$ cat src/rtl/vga_hex_reader_pkg.sv
//==============================================================================
// vga_pkg : shared timing defaults, text-grid geometry and types for the
//           debug VGA hex reader.
// Rev 1.0
//==============================================================================
`default_nettype none

package vga_pkg;

  localparam int H_VISIBLE_DEF = 640;
  localparam int H_FRONT_DEF   = 16;
  localparam int H_SYNC_DEF    = 96;
  localparam int H_BACK_DEF    = 48;
  localparam int V_VISIBLE_DEF = 480;
  localparam int V_FRONT_DEF   = 10;
  localparam int V_SYNC_DEF    = 2;
  localparam int V_BACK_DEF    = 33;

  localparam int CELL_H        = 10;
  localparam int GLYPH_ROWS    = 8;
  localparam int CHARS_PER_ROW = 40;
  localparam int ROW_BITS      = 4 * CHARS_PER_ROW;
  localparam int TEXT_ROWS     = 48;
  // One spare code so the row index can step past the last row at frame end.
  localparam int ROW_IDX_W     = $clog2(TEXT_ROWS + 1);

  typedef logic [3:0] nibble_t;

endpackage

`default_nettype wire

$ cat src/rtl/vga_hex_font.sv
//==============================================================================
// vga_hex_font : combinational 8x8 glyph ROM for hex digits 0-9, A-F.
// Rev 1.0
//==============================================================================
`default_nettype none

module vga_hex_font (
  input  logic [3:0] nibble,
  input  logic [2:0] row,
  output logic [7:0] bits
);

  logic [63:0] w_glyph;

  // Each glyph is eight rows top to bottom, bit 7 of a row is the leftmost pixel.
  always_comb begin
    w_glyph = '0;
    case (nibble)
      4'h0:    w_glyph = 64'h3C666E7666663C00;
      4'h1:    w_glyph = 64'h183818181818_7E00;
      4'h2:    w_glyph = 64'h3C66060C30607E00;
      4'h3:    w_glyph = 64'h3C66061C06663C00;
      4'h4:    w_glyph = 64'h0C1C3C6C7E0C0C00;
      4'h5:    w_glyph = 64'h7E607C0606663C00;
      4'h6:    w_glyph = 64'h3C607C6666663C00;
      4'h7:    w_glyph = 64'h7E060C1830303000;
      4'h8:    w_glyph = 64'h3C66663C66663C00;
      4'h9:    w_glyph = 64'h3C66663E060C3800;
      4'hA:    w_glyph = 64'h183C66667E666600;
      4'hB:    w_glyph = 64'h7C66667C66667C00;
      4'hC:    w_glyph = 64'h3C66606060663C00;
      4'hD:    w_glyph = 64'h786C6666666C7800;
      4'hE:    w_glyph = 64'h7E60607C60607E00;
      default: w_glyph = 64'h7E60607C60606000;
    endcase
  end

  always_comb begin
    bits = '0;
    case (row)
      3'd0:    bits = w_glyph[63:56];
      3'd1:    bits = w_glyph[55:48];
      3'd2:    bits = w_glyph[47:40];
      3'd3:    bits = w_glyph[39:32];
      3'd4:    bits = w_glyph[31:24];
      3'd5:    bits = w_glyph[23:16];
      3'd6:    bits = w_glyph[15:8];
      default: bits = w_glyph[7:0];
    endcase
  end

endmodule

`default_nettype wire

$ cat src/rtl/vga_hex_reader.sv
//==============================================================================
// vga_hex_reader : 640x480@60 VGA scan that fetches one 160-bit RAM row per
//                  10-line text cell and renders it as 40 hex glyphs.
// Rev 1.0
//==============================================================================
`default_nettype none

module vga_hex_reader
  import vga_pkg::*;
#(
  parameter int H_VISIBLE = H_VISIBLE_DEF,
  parameter int H_FRONT   = H_FRONT_DEF,
  parameter int H_SYNC    = H_SYNC_DEF,
  parameter int H_BACK    = H_BACK_DEF,
  parameter int V_VISIBLE = V_VISIBLE_DEF,
  parameter int V_FRONT   = V_FRONT_DEF,
  parameter int V_SYNC    = V_SYNC_DEF,
  parameter int V_BACK    = V_BACK_DEF
) (
  input  logic                clk,
  input  logic                rst_n,
  input  logic [ROW_BITS-1:0] ram_out,
  output logic [31:0]         read_address,
  output logic                hsync,
  output logic                vsync,
  output logic                video_on,
  output logic                pixel,
  output logic                frame_start
);

  localparam int H_TOTAL = H_VISIBLE + H_FRONT + H_SYNC + H_BACK;
  localparam int V_TOTAL = V_VISIBLE + V_FRONT + V_SYNC + V_BACK;
  localparam int H_W     = $clog2(H_TOTAL);
  localparam int V_W     = $clog2(V_TOTAL);
  localparam int CELL_W  = $clog2(CELL_H);

  localparam logic [H_W-1:0]    H_LAST_C     = H_W'(H_TOTAL - 1);
  localparam logic [H_W-1:0]    H_VIS_C      = H_W'(H_VISIBLE);
  localparam logic [H_W-1:0]    HS_START_C   = H_W'(H_VISIBLE + H_FRONT);
  localparam logic [H_W-1:0]    HS_END_C     = H_W'(H_VISIBLE + H_FRONT + H_SYNC);
  localparam logic [V_W-1:0]    V_LAST_C     = V_W'(V_TOTAL - 1);
  localparam logic [V_W-1:0]    V_VIS_C      = V_W'(V_VISIBLE);
  localparam logic [V_W-1:0]    V_VIS_LAST_C = V_W'(V_VISIBLE - 1);
  localparam logic [V_W-1:0]    VS_START_C   = V_W'(V_VISIBLE + V_FRONT);
  localparam logic [V_W-1:0]    VS_END_C     = V_W'(V_VISIBLE + V_FRONT + V_SYNC);
  localparam logic [CELL_W-1:0] CELL_LAST_C  = CELL_W'(CELL_H - 1);
  localparam logic [CELL_W-1:0] GLYPH_C      = CELL_W'(GLYPH_ROWS);

  logic [H_W-1:0]       h_cnt_q, h_cnt_d;
  logic [V_W-1:0]       v_cnt_q, v_cnt_d;
  logic [CELL_W-1:0]    cell_line_q, cell_line_d;
  logic [ROW_IDX_W-1:0] text_row_q, text_row_d;
  logic [ROW_IDX_W-1:0] addr_q, addr_d;
  logic [ROW_BITS-1:0]  row_buf_q, row_buf_d;
  logic                 hsync_q, vsync_q, video_on_q, pixel_q, frame_start_q;

  logic                 w_video;
  logic [H_W-5:0]       w_nib_idx;
  nibble_t              w_nibble;
  logic [7:0]           w_font_bits;
  logic                 w_pixel_raw;

  always_comb begin
    h_cnt_d     = h_cnt_q + 1'b1;
    v_cnt_d     = v_cnt_q;
    cell_line_d = cell_line_q;
    text_row_d  = text_row_q;
    addr_d      = addr_q;
    row_buf_d   = row_buf_q;

    // Next row address goes out at the start of blanking so it settles long before the latch.
    if (h_cnt_q == H_VIS_C && v_cnt_q < V_VIS_C && cell_line_q == CELL_LAST_C) begin
      addr_d = (v_cnt_q == V_VIS_LAST_C) ? '0 : text_row_q + 1'b1;
    end

    if (h_cnt_q == H_LAST_C) begin
      h_cnt_d = '0;
      if (v_cnt_q == V_LAST_C) begin
        v_cnt_d     = '0;
        cell_line_d = '0;
        text_row_d  = '0;
        row_buf_d   = ram_out;
      end else begin
        v_cnt_d = v_cnt_q + 1'b1;
        if (v_cnt_q < V_VIS_C) begin
          if (cell_line_q == CELL_LAST_C) begin
            cell_line_d = '0;
            text_row_d  = text_row_q + 1'b1;
            if (v_cnt_q != V_VIS_LAST_C) begin
              row_buf_d = ram_out;
            end
          end else begin
            cell_line_d = cell_line_q + 1'b1;
          end
        end
      end
    end
  end

  assign w_video   = (h_cnt_q < H_VIS_C) && (v_cnt_q < V_VIS_C);
  assign w_nib_idx = h_cnt_q[H_W-1:4];

  // Leftmost character comes from the most significant nibble of the row word.
  always_comb begin
    w_nibble = '0;
    for (int i = 0; i < CHARS_PER_ROW; i++) begin
      if (w_nib_idx == (H_W-4)'(i)) begin
        w_nibble = row_buf_q[ROW_BITS-1-4*i -: 4];
      end
    end
  end

  vga_hex_font u_font (
    .nibble (w_nibble),
    .row    (cell_line_q[2:0]),
    .bits   (w_font_bits)
  );

  // Each font column spans two pixels, so the column index drops h[0].
  assign w_pixel_raw = w_video && (cell_line_q < GLYPH_C) && w_font_bits[~h_cnt_q[3:1]];

  always_ff @(posedge clk or negedge rst_n) begin
    if (!rst_n) begin
      h_cnt_q       <= '0;
      v_cnt_q       <= '0;
      cell_line_q   <= '0;
      text_row_q    <= '0;
      addr_q        <= '0;
      row_buf_q     <= '0;
      hsync_q       <= 1'b1;
      vsync_q       <= 1'b1;
      video_on_q    <= 1'b0;
      pixel_q       <= 1'b0;
      frame_start_q <= 1'b0;
    end else begin
      h_cnt_q       <= h_cnt_d;
      v_cnt_q       <= v_cnt_d;
      cell_line_q   <= cell_line_d;
      text_row_q    <= text_row_d;
      addr_q        <= addr_d;
      row_buf_q     <= row_buf_d;
      hsync_q       <= !((h_cnt_q >= HS_START_C) && (h_cnt_q < HS_END_C));
      vsync_q       <= !((v_cnt_q >= VS_START_C) && (v_cnt_q < VS_END_C));
      video_on_q    <= w_video;
      pixel_q       <= w_pixel_raw;
      frame_start_q <= (h_cnt_q == '0) && (v_cnt_q == '0);
    end
  end

  assign read_address = {{(32-ROW_IDX_W){1'b0}}, addr_q};
  assign hsync        = hsync_q;
  assign vsync        = vsync_q;
  assign video_on     = video_on_q;
  assign pixel        = pixel_q;
  assign frame_start  = frame_start_q;

endmodule

`default_nettype wire
$ cat config.mk
export PLATFORM = sky130hd
export DESIGN_NAME = vga_hex_reader
export DESIGN_NICKNAME = d
export VERILOG_FILES = /design/src/rtl/vga_hex_reader_pkg.sv /design/src/rtl/vga_hex_font.sv /design/src/rtl/vga_hex_reader.sv
export SDC_FILE = /design/constraint.sdc
export NUM_CORES = 1
export LEC_CHECK = 0
export CAP_MARGIN = 40
export CORE_MARGIN = 1.5
export CORE_UTILIZATION = 45
export CTS_CLUSTER_DIAMETER = 40
export DETAILED_ROUTE_END_ITERATION = 10
export GPL_TIMING_DRIVEN = 0
export PLACE_DENSITY = 0.81
export SLEW_MARGIN = 20
export SYNTH_ARGS = -nofsm -noshare
export SYNTH_HDL_FRONTEND = slang
export SYNTH_SLANG_ARGS = --single-unit
$ cat constraint.sdc
create_clock -name clk -period 4.95 [get_ports clk]
set_input_delay 0.99 -clock clk [delete_from_list [all_inputs] [get_ports clk]]
set_output_delay 0.99 -clock clk [all_outputs]
set_load 0.03 [all_outputs]
==> flow_summary.ini <==
[global_routing]
globalRouteOverflowTotal = 0
groute.usage.overall = 0.286
grt_pass1_wl_mm = 58.2
antenna_found_initial = 0
grt_max_degree = 93
grt_pass1_vias = 10027

[routing]
drt-vias-per-instance = 6.05
drt_wl_total_mm = 38.0
first_pass_iters = 6
drt-initial-drc-count = 1092
routedWlPerCell_um = 22.7
drc = 0
vias = 10105
ant_nets = 0

[sta]
slew_headroom = 0.404
finalHoldViolCount = 0
slew_violations = 0
finalClockSkew_ns = 0.0293
fmax_mhz = 203
worst-slew-pin-transition_ns = 0.881
period_minus_slack_ns = 4.92
finalSetupViolCount = 0
timing.setup.tns_ns = 0
timing.final.crit_share = 0.994

[logic_synthesis]
synth_area_per_cell_um2 = 10.6
ys_types = 96
yosysMostFrequentCell = dfrtp_1
synth_cells = 1085
synth_top_area_cell = dfrtp_1
synthTopCellsByCount = dfrtp_1 (199), mux2_2 (169), nor2_1 (65), nand2_1 (62), a21oi_1 (47)
synth-warning-count = 0
synth.top_cells.by_area = dfrtp_1 (43%), mux2_2 (17%), buf_4 (2.6%)
synth_top_flop_cell = dfrtp_1
ys_seq_elements = 201
seq_area_frac_synth = 0.436
synthArstFlopShare = 1.00
synth_area_um2 = 11500
synth_top_cell_area_share = 0.432
synth_edf_count = 0

[final_layout]
multi_input_comb_area_um2 = 5930
fin_nets = 1495
area_growth_pct = 29.0
layout-drive-gt1-share = 0.262
n_fill_cell = 2056
design_area_um2 = 14900
seqCellArea_um2 = 5030
insertedDiodeCount = 0
fin_cells = 1671

[floorplanning]
die-height_um = 163
start_util = 0.458
die_area_um2 = 26600
std_cell_rows = 58
fp.dieW_um = 163
io_pins = 199
core_um2 = 25200

[worst_setup_path]
worstPathArrival_ns = 5.33
slowest_stage = o41ai_1
startpoint_type = flop
crit_fanout = 10
critPathKind = flop to flop
critPathCaptureType = flop
path_cells = buf_2 -> buf_4 -> inv_1 -> buf_2 -> nor4b_1 -> a2111oi_1 -> nand4_1 -> o211a_1 -> o21ai_4 -> inv_1 -> ha_1 -> o21ai_0 -> a211oi_1 -> o41ai_1 -> a311oi_1 -> a32o_1
worstPathRequired_ns = 5.36
cpPeakStageDelay_ns = 0.50

[cts]
clk_path_buf_depth = 3
ctsRootBufferMaster = clkbuf_16
numCtsBuffers = 29
htreeDepth = 1
tritoncts = done
clock_latency_ns = 0.56
clkSlewWorstSetupHoldPaths_ns = 0.06
cts_num_sinks = 201

[run]
drv_cap = 0

[power_and_ir_drop]
irDropWorstVdd_mv = 0.229
powerDensity_nw_per_um2 = 264
p_leak_uw = 0.00686

[place]
numPortBuffers = 172
post_dp_cell_area_um2 = 13800
dpl.hpwl_mm = 27.9
gp_congestion = 0.968
dp_cells = 1615

[min_path]
hp-class = primary input to async pin

[outcome]
status = complete, no violations
cell usage in the layout, fill, tap and decap left out, types with 13 or more instances in the layout:
cell               n
dfrtp_1          199
inv_1             28
nand2_1           62
conb_1            26
ha_1              13
o21ai_0           46
clkbuf_16         29
buf_4             46
nand2b_1          19
mux2i_1           15
buf_2             36
nand3_1           31
mux2_2           169
clkbuf_1          16
nor3_1            23
a21oi_1           47
clkdlybuf4s50_1  171
nor2_1            65
power breakdown:
part	switching [uW]	leakage (uW)	internal (uW)
Sequential	0	0.00276	1640
Clock	833	0.000472	1220
Combinational	89.9	0.00362	131
Total	923	0.00686	3000
cell type report:
class | count | area share
Multi-Input combinational cell | 780 | 0.398
Inverter | 29 | 0.00732
Clock inverter | 22 | 0.0161
Timing Repair Buffer | 180 | 0.123
Tap cell | 330 | 0.0278
Clock buffer | 31 | 0.0500
Buffer | 98 | 0.0395
Sequential cell | 201 | 0.338
registers in the layout (all words and copies together), names as in the netlist:
signal and cells:
cell_line_q 4, hsync 1, row_buf_q 160, addr_q 6, video_on 1, vsync 1, frame_start 1, v_cnt_q 10
text_row_q 6, h_cnt_q 10, pixel 1
kinds of logic after synthesis:
kind of cell | Yosys count | synth area share
AO/OA/AOI/OAI | 240 | 0.150
XOR/XNOR | 17 | 0.0129
adder cells (fa/ha/maj) | 14 | 0.0152
buffers and inverters | 129 | 0.0604
flip-flops | 201 | 0.436
multiplexers | 186 | 0.182
other | 1 | 0.000325
AND/OR/NAND/NOR | 297 | 0.143
timing repair:
item                       4_1_cts  5_1_grt
pin swaps                        0        1
hold buffers                     0        0
buffers inserted                 0        5
setup endpoints to repair        1        1
cloned                           0        0
gates resized for setup          4        8
stage by stage:
step	util	hold WS, ns	power, uW	setup slack (ns)
6_report	0.591	0.299	3920	0.0321
3_5_place_dp	0.549	0.484	1890	-0.295
4_1_cts	0.588	0.301	3940	0.0542
5_1_grt	0.591	0.306	4030	-0.0157
2_1_floorplan	-	0.455	1720	1.22
3_3_place_gp	0.546	0.477	1890	-5.23
critical path: cells and delay by family (launching register included):
family / cells / cell delay (ns)
compound gates: 8 / 2.41
flops: 1 / 0.36
buf+inv: 5 / 1.21
simple gates: 2 / 0.28
fa+ha+maj: 1 / 0.47
per-layer routing:
metal  wire length [um]  GRT usage  share of wire  up-vias
met5                  0          0              0        -
met4               1670      0.107          0.044        0
met3               3830     0.0510           0.10      140
met2              17300      0.462           0.46      668
met1              15100      0.385           0.40     4859
li1                   -          -              -     4438
worst paths after layout:
kind,slack [ns],end,from,cells after the start
worst max-delay path,0.03,pixel$_DFF_PN0_,h_cnt_q[5]$_DFF_PN0_,16
worst min-delay path,0.30,row_buf_q[145]$_DFFE_PN0P_,rst_n,1
worst max register to register,0.03,pixel$_DFF_PN0_,h_cnt_q[5]$_DFF_PN0_,16
worst min register to register,0.50,h_cnt_q[0]$_DFF_PN0_,h_cnt_q[0]$_DFF_PN0_,1
max in group asynchronous,3.86,vsync$_DFF_PN1_,rst_n,2
min in group clk,0.50,h_cnt_q[0]$_DFF_PN0_,h_cnt_q[0]$_DFF_PN0_,1
No activity file was read; power rests on OpenSTA's default activity.
